--- src/rtl/mem_pattern_tester_pkg.sv ---
// rtl/mem_pattern_tester_pkg.sv - shared mode and state encodings for the memory pattern tester
package mem_pattern_tester_pkg;

    localparam logic [1:0] MODE_READ       = 2'd0;
    localparam logic [1:0] MODE_FILL       = 2'd1;
    localparam logic [1:0] MODE_VERIFY     = 2'd2;
    localparam logic [1:0] MODE_INTERLEAVE = 2'd3;

    typedef enum logic [2:0] {
        ST_IDLE  = 3'd0,
        ST_WRITE = 3'd1,
        ST_READ  = 3'd2,
        ST_DRAIN = 3'd3,
        ST_FIN   = 3'd4
    } state_t;

endpackage

--- src/rtl/mem_pattern_tester_if.sv ---
// rtl/mem_pattern_tester_if.sv - single-port memory bus between the tester and a memory
interface mem_pattern_tester_if #(
    parameter int ADDR_WIDTH = 16,
    parameter int DATA_WIDTH = 32
);
    logic [ADDR_WIDTH-1:0]   ADDR;
    logic [DATA_WIDTH-1:0]   D;
    logic                    WE;
    logic                    RE;
    logic [DATA_WIDTH/8-1:0] BE;
    logic [DATA_WIDTH-1:0]   Q;

    modport master (output ADDR, output D, output WE, output RE, output BE, input Q);
    modport slave  (input ADDR, input D, input WE, input RE, input BE, output Q);
endinterface

--- src/rtl/mem_pattern_checker.sv ---
// rtl/mem_pattern_checker.sv - read-latency aligned compare with saturating error count and first-error capture
module mem_pattern_checker
    import mem_pattern_tester_pkg::*;
#(
    parameter int ADDR_WIDTH   = 16,
    parameter int DATA_WIDTH   = 32,
    parameter int READ_LATENCY = 1,
    parameter int ERR_WIDTH    = 16
) (
    input  logic                  CLK,
    input  logic                  RST_N,
    input  logic                  clear,
    input  logic                  push_valid,
    input  logic [DATA_WIDTH-1:0] push_data,
    input  logic [ADDR_WIDTH-1:0] push_addr,
    input  logic [DATA_WIDTH-1:0] Q,
    output logic [ERR_WIDTH-1:0]  ERR_COUNT,
    output logic [ADDR_WIDTH-1:0] FIRST_ERR_ADDR
);

    logic [READ_LATENCY-1:0] pipe_valid;
    logic [DATA_WIDTH-1:0]   pipe_data [READ_LATENCY];
    logic [ADDR_WIDTH-1:0]   pipe_addr [READ_LATENCY];
    logic                    mismatch;

    // Stage READ_LATENCY-1 lines up with the cycle the memory presents Q.
    always_ff @(posedge CLK or negedge RST_N) begin
        if (!RST_N) begin
            pipe_valid <= '0;
            for (int i = 0; i < READ_LATENCY; i++) begin
                pipe_data[i] <= '0;
                pipe_addr[i] <= '0;
            end
        end else begin
            for (int i = READ_LATENCY - 1; i > 0; i--) begin
                pipe_valid[i] <= pipe_valid[i-1];
                pipe_data[i]  <= pipe_data[i-1];
                pipe_addr[i]  <= pipe_addr[i-1];
            end
            pipe_valid[0] <= push_valid;
            pipe_data[0]  <= push_data;
            pipe_addr[0]  <= push_addr;
        end
    end

    assign mismatch = pipe_valid[READ_LATENCY-1] && (Q != pipe_data[READ_LATENCY-1]);

    always_ff @(posedge CLK or negedge RST_N) begin
        if (!RST_N) begin
            ERR_COUNT      <= '0;
            FIRST_ERR_ADDR <= '0;
        end else if (clear) begin
            ERR_COUNT      <= '0;
            FIRST_ERR_ADDR <= '0;
        end else if (mismatch) begin
            if (ERR_COUNT != '1) begin
                ERR_COUNT <= ERR_COUNT + ERR_WIDTH'(1);
            end
            if (ERR_COUNT == '0) begin
                FIRST_ERR_ADDR <= pipe_addr[READ_LATENCY-1];
            end
        end
    end

endmodule

--- src/rtl/mem_pattern_tester.sv ---
// rtl/mem_pattern_tester.sv - programmable address-sweep traffic generator and pattern checker for one memory port
module mem_pattern_tester
    import mem_pattern_tester_pkg::*;
#(
    parameter int ID           = 0,
    parameter int ADDR_WIDTH   = 16,
    parameter int DATA_WIDTH   = 32,
    parameter int READ_LATENCY = 1,
    parameter int CNT_WIDTH    = 16,
    parameter int ERR_WIDTH    = 16
) (
    input  logic                  CLK,
    input  logic                  RST_N,
    input  logic                  START,
    input  logic [1:0]            MODE,
    input  logic [ADDR_WIDTH-1:0] BASE_ADDR,
    input  logic [ADDR_WIDTH-1:0] STRIDE,
    input  logic [CNT_WIDTH-1:0]  COUNT,
    input  logic [DATA_WIDTH-1:0] SEED,
    output logic                  BUSY,
    output logic                  DONE,
    output logic [ERR_WIDTH-1:0]  ERR_COUNT,
    output logic [ADDR_WIDTH-1:0] FIRST_ERR_ADDR,
    mem_pattern_tester_if.master  mem
);

    state_t                state;
    state_t                state_nxt;
    logic [1:0]            mode_q;
    logic [ADDR_WIDTH-1:0] base_q;
    logic [ADDR_WIDTH-1:0] stride_q;
    logic [CNT_WIDTH-1:0]  count_q;
    logic [DATA_WIDTH-1:0] seed_q;
    logic [CNT_WIDTH-1:0]  idx;
    logic [ADDR_WIDTH-1:0] addr_q;
    logic [2:0]            drain_cnt;
    logic                  last;
    logic                  drain_done;
    logic                  start_ok;
    logic [DATA_WIDTH-1:0] pat;

    assign last       = (idx == count_q - CNT_WIDTH'(1));
    assign drain_done = (drain_cnt == 3'(READ_LATENCY - 1));
    assign start_ok   = START && (state == ST_IDLE);
    assign pat        = (seed_q + DATA_WIDTH'(idx)) ^ DATA_WIDTH'(ID);

    always_ff @(posedge CLK or negedge RST_N) begin
        if (!RST_N) begin
            state <= ST_IDLE;
        end else begin
            state <= state_nxt;
        end
    end

    always_comb begin
        state_nxt = state;
        unique case (state)
            ST_IDLE: begin
                if (START) begin
                    if (COUNT == '0)              state_nxt = ST_FIN;
                    else if (MODE == MODE_READ)   state_nxt = ST_READ;
                    else                          state_nxt = ST_WRITE;
                end
            end
            ST_WRITE: begin
                if (mode_q == MODE_INTERLEAVE)    state_nxt = ST_READ;
                else if (last && mode_q == MODE_VERIFY) state_nxt = ST_READ;
                else if (last)                    state_nxt = ST_FIN;
            end
            ST_READ: begin
                if (last)                              state_nxt = ST_DRAIN;
                else if (mode_q == MODE_INTERLEAVE)    state_nxt = ST_WRITE;
            end
            ST_DRAIN: begin
                if (drain_done) state_nxt = ST_FIN;
            end
            ST_FIN:  state_nxt = ST_IDLE;
            default: state_nxt = ST_IDLE;
        endcase
    end

    // Address advances by accumulation; interleave mode holds it across the write/read pair.
    always_ff @(posedge CLK or negedge RST_N) begin
        if (!RST_N) begin
            mode_q    <= MODE_READ;
            base_q    <= '0;
            stride_q  <= '0;
            count_q   <= '0;
            seed_q    <= '0;
            idx       <= '0;
            addr_q    <= '0;
            drain_cnt <= '0;
        end else begin
            unique case (state)
                ST_IDLE: begin
                    if (START) begin
                        mode_q    <= MODE;
                        base_q    <= BASE_ADDR;
                        stride_q  <= STRIDE;
                        count_q   <= COUNT;
                        seed_q    <= SEED;
                        idx       <= '0;
                        addr_q    <= BASE_ADDR;
                        drain_cnt <= '0;
                    end
                end
                ST_WRITE: begin
                    if (mode_q != MODE_INTERLEAVE) begin
                        if (last && mode_q == MODE_VERIFY) begin
                            idx    <= '0;
                            addr_q <= base_q;
                        end else begin
                            idx    <= idx + CNT_WIDTH'(1);
                            addr_q <= addr_q + stride_q;
                        end
                    end
                end
                ST_READ: begin
                    if (!last) begin
                        idx    <= idx + CNT_WIDTH'(1);
                        addr_q <= addr_q + stride_q;
                    end
                    drain_cnt <= '0;
                end
                ST_DRAIN: drain_cnt <= drain_cnt + 3'd1;
                default: ;
            endcase
        end
    end

    always_comb begin
        BUSY     = 1'b0;
        DONE     = 1'b0;
        mem.ADDR = '0;
        mem.D    = '0;
        mem.WE   = 1'b0;
        mem.RE   = 1'b0;
        mem.BE   = '0;
        unique case (state)
            ST_WRITE: begin
                BUSY     = 1'b1;
                mem.WE   = 1'b1;
                mem.ADDR = addr_q;
                mem.D    = pat;
                mem.BE   = '1;
            end
            ST_READ: begin
                BUSY     = 1'b1;
                mem.RE   = 1'b1;
                mem.ADDR = addr_q;
            end
            ST_DRAIN: BUSY = 1'b1;
            ST_FIN:   DONE = 1'b1;
            default: ;
        endcase
    end

    mem_pattern_checker #(
        .ADDR_WIDTH   (ADDR_WIDTH),
        .DATA_WIDTH   (DATA_WIDTH),
        .READ_LATENCY (READ_LATENCY),
        .ERR_WIDTH    (ERR_WIDTH)
    ) u_checker (
        .CLK            (CLK),
        .RST_N          (RST_N),
        .clear          (start_ok),
        .push_valid     (state == ST_READ),
        .push_data      (pat),
        .push_addr      (addr_q),
        .Q              (mem.Q),
        .ERR_COUNT      (ERR_COUNT),
        .FIRST_ERR_ADDR (FIRST_ERR_ADDR)
    );

endmodule

--- src/flat_wrapper.sv ---
// flat-port wrapper written by rule: the top's interface ports become plain ports
module mem_pattern_tester_flat import mem_pattern_tester_pkg::*;
#(
    parameter int ID           = 0,
    parameter int ADDR_WIDTH   = 16,
    parameter int DATA_WIDTH   = 32,
    parameter int READ_LATENCY = 1,
    parameter int CNT_WIDTH    = 16,
    parameter int ERR_WIDTH    = 16
)
  (CLK, RST_N, START, MODE, BASE_ADDR, STRIDE, COUNT, SEED, BUSY, DONE, ERR_COUNT, FIRST_ERR_ADDR, mem_ADDR, mem_D, mem_WE, mem_RE, mem_BE, mem_Q);
  mem_pattern_tester_if #(.ADDR_WIDTH(ADDR_WIDTH), .DATA_WIDTH(DATA_WIDTH)) mem_i ();
  input  logic CLK;
  input  logic RST_N;
  input  logic START;
  input  logic [1:0] MODE;
  input  logic [ADDR_WIDTH-1:0] BASE_ADDR;
  input  logic [ADDR_WIDTH-1:0] STRIDE;
  input  logic [CNT_WIDTH-1:0] COUNT;
  input  logic [DATA_WIDTH-1:0] SEED;
  output logic BUSY;
  output logic DONE;
  output logic [ERR_WIDTH-1:0] ERR_COUNT;
  output logic [ADDR_WIDTH-1:0] FIRST_ERR_ADDR;
  output wire logic [$bits(mem_i.ADDR)-1:0] mem_ADDR;
  output wire logic [$bits(mem_i.D)-1:0] mem_D;
  output wire logic [$bits(mem_i.WE)-1:0] mem_WE;
  output wire logic [$bits(mem_i.RE)-1:0] mem_RE;
  output wire logic [$bits(mem_i.BE)-1:0] mem_BE;
  input wire logic [$bits(mem_i.Q)-1:0] mem_Q;
  assign mem_ADDR = mem_i.ADDR;
  assign mem_D = mem_i.D;
  assign mem_WE = mem_i.WE;
  assign mem_RE = mem_i.RE;
  assign mem_BE = mem_i.BE;
  assign mem_i.Q = mem_Q;
  mem_pattern_tester #(.ID(ID), .ADDR_WIDTH(ADDR_WIDTH), .DATA_WIDTH(DATA_WIDTH), .READ_LATENCY(READ_LATENCY), .CNT_WIDTH(CNT_WIDTH), .ERR_WIDTH(ERR_WIDTH)) u_core (.CLK(CLK), .RST_N(RST_N), .START(START), .MODE(MODE), .BASE_ADDR(BASE_ADDR), .STRIDE(STRIDE), .COUNT(COUNT), .SEED(SEED), .BUSY(BUSY), .DONE(DONE), .ERR_COUNT(ERR_COUNT), .FIRST_ERR_ADDR(FIRST_ERR_ADDR), .mem(mem_i));
endmodule
--- config.mk ---
export PLATFORM = sky130hd
export DESIGN_NAME = mem_pattern_tester_flat
export DESIGN_NICKNAME = d
export VERILOG_FILES = /design/src/rtl/mem_pattern_tester_pkg.sv /design/src/rtl/mem_pattern_tester_if.sv /design/src/rtl/mem_pattern_checker.sv /design/src/rtl/mem_pattern_tester.sv /design/src/flat_wrapper.sv
export SDC_FILE = /design/constraint.sdc
export NUM_CORES = 1
export LEC_CHECK = 0
export CAP_MARGIN = 20
export CELL_PAD_IN_SITES_DETAIL_PLACEMENT = 2
export CELL_PAD_IN_SITES_GLOBAL_PLACEMENT = 2
export CORE_MARGIN = 3
export CORE_UTILIZATION = 34
export DETAILED_ROUTE_END_ITERATION = 8
export GPL_TIMING_DRIVEN = 1
export PLACE_DENSITY = 0.87
export SYNTH_ARGS = -nofsm -noshare
export SYNTH_HDL_FRONTEND = slang
export SYNTH_SLANG_ARGS = --single-unit
--- constraint.sdc ---
create_clock -name CLK -period 4.2 [get_ports CLK]
set_clock_uncertainty 0.2 [all_clocks]
set_input_delay 1.26 -clock CLK [delete_from_list [all_inputs] [get_ports CLK]]
set_output_delay 1.26 -clock CLK [all_outputs]
set_load 0.01 [all_outputs]
## Yosys cells after proc, flatten, opt, wreduce, memory -nomap -nowiden

Cells that the tools add are included.

- $add $sub $neg: 6
- Equality and inequality tests: 16
- Muxes and demuxes: 35
- Reduce and logical (&&, ||, !) cells: 21

Operators with widths:

| kind | count |
|---|---|
| 16-bit 2-to-1 mux | 15 |
| 16-bit case mux with 3 select lines | 2 |
| 16-bit by 1-bit adder with 16-bit output (second input constant) | 2 |
| 32-bit by 16-bit adder with 32-bit output | 1 |
| 16-bit logical NOT | 2 |
| 32-bit 2-to-1 mux | 1 |
| 32-bit inequality test | 1 |
| 3-bit 2-to-1 mux | 9 |
| 16-bit adder | 1 |
| 16-bit == test | 1 |
| 16-bit inequality test (second input constant) | 1 |
| 16-bit by 1-bit subtractor with 16-bit output (second input constant) | 1 |
| 3-bit case mux with 4 select lines | 1 |
| 3-bit case mux with 3 select lines | 1 |
| 2-bit AND reduction | 4 |
| 4-bit AND reduction | 2 |
| 3-bit by 2-bit == test with 1-bit output (second input constant) | 2 |
| 3-bit logical NOT | 2 |
| 2-bit inequality test (second input constant) | 3 |
| 2-bit nonzero test | 3 |
| 3-bit nonzero test | 2 |
| 2-bit == test (second input constant) | 2 |
| 1-bit 2-to-1 mux | 4 |
| 4-bit 2-to-1 mux | 1 |
| 11 further kinds | 14 |

- Flip-flop bits (word level): 201
- Input port bits: 117
- Word-level logic and storage cells: 92

## Depth between registers and ports, before layout

Gate-level depths: netlist of run 1.

- Depth in word-level cells: 6
- Gate-level depth with buffers: 13
- Mapped depth without buffers: 11

## Modules after synthesis

From an unflattened synthesis of run 1, not the netlist that was laid out.

- Cell total of the unflattened synthesis: 1,117
- Area, all modules: 11,511.0 µm²

By module, submodules not included:

| module | times used | cells an instance | area an instance (µm²) | sequential area each (µm²) |
|---|---|---|---|---|
| mem_pattern_tester | 1 | 859 | 8,144.1 | 3,002.9 |
| mem_pattern_checker | 1 | 258 | 3,367.0 | 2,026.9 |

## Worst setup path after synthesis of run 1

Ideal clock, no wire load.

- Path type: register -> output
- From: register u_core.idx[12]
- To: output mem_D[23]
- Data arrival time: 2.590 ns
- Data required time: 2.740 ns
- Setup slack: 0.150 ns
- Stages on the path, launching flop included: 9
- Path buffers: 0
- Cell sequence: dfrtp_1 -> ha_1 -> a21o_1 -> or3_1 -> a211o_1 -> a211oi_1 -> o21ai_0 -> xor2_1 -> and2_1

- Word-level cells in the longest chain between the ends: 2

Ends and longest elaborated chain:

| item | line | RTL |
|---|---|---|
| from (decl) | mem_pattern_tester.sv:34 | `logic [CNT_WIDTH-1:0] idx;` |
| from (signal assigned) | mem_pattern_tester.sv:113 | `idx <= idx + CNT_WIDTH'(1);` |
| from (signal assigned) | mem_pattern_tester.sv:120 | `idx <= idx + CNT_WIDTH'(1);` |
| 32-bit by 16-bit adder with 32-bit output | mem_pattern_tester.sv:45 | `assign pat = (seed_q + DATA_WIDTH'(idx)) ^ DATA_WIDTH'(ID);` |
| net u_core.pat[23] | mem_pattern_tester.sv:40 | `logic [DATA_WIDTH-1:0] pat;` |
| 32-bit 2-to-1 mux | mem_pattern_tester.sv:139 | `unique case (state)` |
| to (decl) | flat_wrapper.sv:26 | `output wire logic [$bits(mem_i.D)-1:0] mem_D;` |

The timed path passes the listed nets, and every way through them passes these cells.

## Final worst setup path of run 1

- From: register u_core.idx[0]
- To: output mem_D[23]

Same word-level chain as after synthesis.

==> summary.txt, run 1 <==
Outcome
  • Status: complete, but fails checks
  • Failing checks: setup timing

Global routing
  • Tot GR Track Use: 0.288
  • Grt total ovfl: 0
  • Vias in the first global route: 11,700
  • First-pass GRT wire length: 74.6 mm
  • Antenna violations before repair: 5
  • Largest net degree at the start of global routing: a little over 90

Die
  • Die Ht: 185 um
  • Die area: 34,300 sq um
  • Die extent in x: 185 um
  • IO Count: 205
  • Cell Rows: 64
  • Core ar.: 31,100 sq um
  • Starting Density: 0.351

Worst setup path
  • CP Launch Type: flop
  • Crit path cell chain: ha_4 -> buf_4 -> a21oi_4 -> nand4b_1 -> nand3_2 -> a211o_4 -> a211oi_4 -> buf_6 -> buf_8 -> o21ai_2 -> xor2_1 -> and2_1 -> buf_2
  • Delay-heaviest family, CP: compound AO/OA/AOI/OAI gates
  • Crit-path max FO: 4
  • WP depth: 13
  • Worst Path Required: 2.74 ns
  • Critical path's largest stage delay: 0.45 ns
  • Depth of the worst register-to-register path: 8
  • Arrival time at the worst endpoint: 3.44 ns
  • Crit path capture type: primary output
  • Slowest-stage cell, CP: dfrtp_1
  • Buf+Inv Stages, Crit Path: 4
  • Critical path class: flop to primary output

Clock tree
  • CTS tree: done
  • CTS Buf Count: 26
  • Clock sink total: 201
  • CTS max path bufs: 3
  • CTS Hold Bufs: 0
  • H-tree levels: 1
  • Clock-pin slew on the worst setup and hold paths: 0.06 ns
  • Clock root cell: clkbuf_16
  • Clock latency on the worst-skew pair: 0.56 ns

Synth
  • Sequential share of the synthesized area: 0.461
  • Synth Cell Area: between 10,000 and 15,000 sq um
  • Avg Inst Size Synth: roughly 11 sq um
  • Post-synth top area cell: dfrtp_1
  • Syn_nets: 1,191
  • Synth warn: 0
  • #FFs+latches synth: around 200
  • Synth top area cells: dfrtp_1 46%, mux2_2 8.4%, xnor2_1 5.5%
  • Post-synth cell types: 70
  • FFs w/ async S/R, synth: 1.00
  • Synth Flop Type: dfrtp_1
  • Top-area cell type share of the netlist area: 0.461
  • Post-synth EDFFs: 0
  • Post-Synthesis Cells: 1,035

Placed design
  • Placed Instances: 1,676
  • Routability cong.: 0.805
  • Post-DP HPWL: 30.7 mm
  • IO Port Bufs: between 200 and 250
  • Worst slack, placed: -0.526 ns

Timing
  • Final min period: 4.90 ns
  • Final period util: 1.17
  • Fmax: 0.204 GHz
  • Setup violations, final: 28
  • Worst Slack Setup Final: -0.702 ns
  • Max_slew headroom: 0.441
  • Slew Viols, Final: 0
  • Tightest Pin Transition: 0.839 ns
  • Final Hold Fails: 0
  • RSZ-0062 raised after global routing: true

Route
  • Routed WL per cell: 30.2 um
  • Remaining routing DRC violations: 0
  • Drt first pass iters: 5
  • Avg Vias per Cell: 5.79
  • Antenna-violating nets left: 0
  • Initial DRC Count: approximately 770
  • Via count: just over 10,000
  • Total Wirelength: 54.0 mm

Final layout
  • Fill cell count: 3,035
  • Share of cells above drive strength 1: 0.290
  • Layout area overhead: 45.7%
  • Multi-input logic area: 6250 sq um
  • Register area: 5030 sq um
  • Final net count: 1,522
  • Non-filler cells, final: 1,786

Power
  • Comb power frac: 0.551
  • Int Power: 7520 uW
  • Max VDD drop: 0.000350 V
  • Psw: 5930 uW
  • Clock Power Share: 0.177
  • Leak: 0.00674 uW
  • Sw Share: 0.441
  • Power Dens Cells: 847 nW/um^2
  • Reg power frac: 0.272

Min path
  • Hold Path Class: flop to flop
  • Hold Path Stages: 0

Run
  • Maxcap violations: 0
[registers in the layout, indices dropped and copies added (netlist names)]
register / count
u_core.u_checker.pipe_valid: 1
u_core.seed_q: 32
u_core.u_checker.pipe_data: 32
u_core.drain_cnt: 3
u_core.u_checker.ERR_COUNT: 16
u_core.state: 3
u_core.stride_q: 16
u_core.u_checker.pipe_addr: 16
u_core.count_q: 16
u_core.u_checker.FIRST_ERR_ADDR: 16
u_core.base_q: 16
u_core.mode_q: 2
u_core.idx: 16
u_core.addr_q: 16
[logic make-up (layout without fill, tap and decap cells)]
logic type,Yosys count,count (layout),share of synthesized area
other,0,5,0
xor gates and xnor gates,106,106,0.0851
DFF,201,201,0.461
AOI/OAI and AO/OA,181,181,0.114
muxes,102,102,0.103
and+or+nand+nor,342,343,0.166
buffers and inverters,64,413,0.0253
adders and majority gates,39,39,0.0461
[final cells by class]
class | instances | area share
Antenna cell | 5 | 0.000787
Clock inverter | 5 | 0.00488
Sequential cell | 201 | 0.317
Inverter | 23 | 0.00598
Tap cell | 396 | 0.0312
Timing Repair Buffer | 343 | 0.197
Multi-Input combinational cell | 771 | 0.393
Clock buffer | 42 | 0.0505
[cell usage after synthesis (4+ instances only)]
library cell,n
buf_2,5
nand2_1,54
and4_1,5
xor2_1,38
o211ai_1,5
mux2_2,81
nor3_1,18
a21o_1,12
inv_1,23
a21oi_1,33
nor4_1,18
ha_1,37
and2_1,34
a221oi_1,14
o21a_1,8
or2_2,5
nand3_1,17
nand4_1,20
nor2_1,89
a211oi_1,12
dfrtp_1,201
and3_1,13
clkbuf_1,27
nor2b_1,25
or3_1,16
o21ai_1,7
buf_4,6
o31ai_1,4
xnor2_1,68
o21ai_0,39
nand2b_1,11
a31oi_1,6
mux2i_1,21
[metrics by stage]
| stage | utilization | power (uW) | cell area (sq um) | TNS, ns | hold WS (ns) |
|---|---|---|---|---|---|
| after floorplan | - | 7140 | 10900 | 0 | 0.193 |
| after global placement | 0.449 | 9230 | 13900 | -3.90 | 0.225 |
| after detailed placement | 0.449 | 9740 | 14000 | -7.71 | 0.230 |
| after CTS | 0.497 | 12500 | 15400 | -9.09 | 0.249 |
| after global routing | 0.512 | 14000 | 15900 | -14.37 | 0.278 |
| final | 0.512 | 13500 | 15900 | -12.55 | 0.268 |
[path summary, 6_finish.rpt]
check / startpoint / endpoint / slack [ns]
worst max-delay path: u_core.idx[0] / mem_D[23] / -0.70
worst min-delay path: u_core.addr_q[12] / u_core.u_checker.pipe_addr[12] / 0.27
worst max register to register: u_core.count_q[7] / u_core.idx[4] / 0.27
worst min register to register: u_core.addr_q[12] / u_core.u_checker.pipe_addr[12] / 0.27
max in group asynchronous: RST_N / u_core.u_checker.pipe_data[28] / 2.34
min in group asynchronous: RST_N / u_core.seed_q[10] / 0.58
[repair_timing]
action	CTS	global route
pin swaps	41	39
setup buffers	37	25
gates resized for setup	199	77
gates cloned	1	1
setup endpoints to repair	47	48
[placed cells by master (no fill, tap or decap), types with 24 or more instances in the layout]
master,netlist,final
ha_1,37,29
clkdlybuf4s50_1,0,172
dfrtp_1,201,198
o21ai_0,39,29
nand2_1,54,49
clkbuf_16,0,27
a21oi_1,33,29
xor2_1,38,24
buf_4,6,127
nor2_1,89,76
xnor2_1,68,63
and2_1,34,31
mux2_2,81,81
[power groups by stage]
| stage | combinational (uW) | clock (uW) | sequential [uW] |
|---|---|---|---|
| floorplan | 3890 | 0 | 3260 |
| global placement | 5790 | 0 | 3440 |
| detailed placement | 6200 | 0 | 3540 |
| CTS | 6570 | 2360 | 3540 |
| global route | 7810 | 2500 | 3740 |
| finish | 7410 | 2380 | 3670 |
[layer usage]
layer  wire, um  share of wire  vias up  GRT usage
li1           -              -     4353          -
met1      20500           0.38     5395      0.325
met2      27900           0.52      408      0.522
met3       2280          0.042      181     0.0458
met4       3310          0.061        2      0.149
met5         12        0.00022        -          0
[worst register-to-register path, cell delays in order, from the launching register on]
cell,delay (ns)
dfrtp_1,0.46
or4_4,0.60
or4_4,0.57
a2111oi_4,0.39
o2111ai_1,0.26
nor4_4,0.26
a21o_1,0.31
nor4_1,0.12
nor4_1,0.61
Power figures use the tool's default switching activity.
==> inputs of run 2 (changes only) <==
--- a/config.mk
+++ b/config.mk
@@ -11,6 +11,7 @@
 export CORE_MARGIN = 3
 export CORE_UTILIZATION = 34
 export DETAILED_ROUTE_END_ITERATION = 8
+export GPL_ROUTABILITY_DRIVEN = 0
 export GPL_TIMING_DRIVEN = 1
 export PLACE_DENSITY = 0.87
 export SYNTH_ARGS = -nofsm -noshare
==> results of run 2 <==
The final DEF is identical to that of run 1; final timing and power are the same.
==> inputs of run 3 (changes only) <==
--- a/config.mk
+++ b/config.mk
@@ -11,7 +11,6 @@
 export CORE_MARGIN = 3
 export CORE_UTILIZATION = 34
 export DETAILED_ROUTE_END_ITERATION = 8
-export GPL_ROUTABILITY_DRIVEN = 0
 export GPL_TIMING_DRIVEN = 1
 export PLACE_DENSITY = 0.87
 export SYNTH_ARGS = -nofsm -noshare
==> results of run 3 <==
The final DEF is identical to that of run 1; final timing and power are the same.
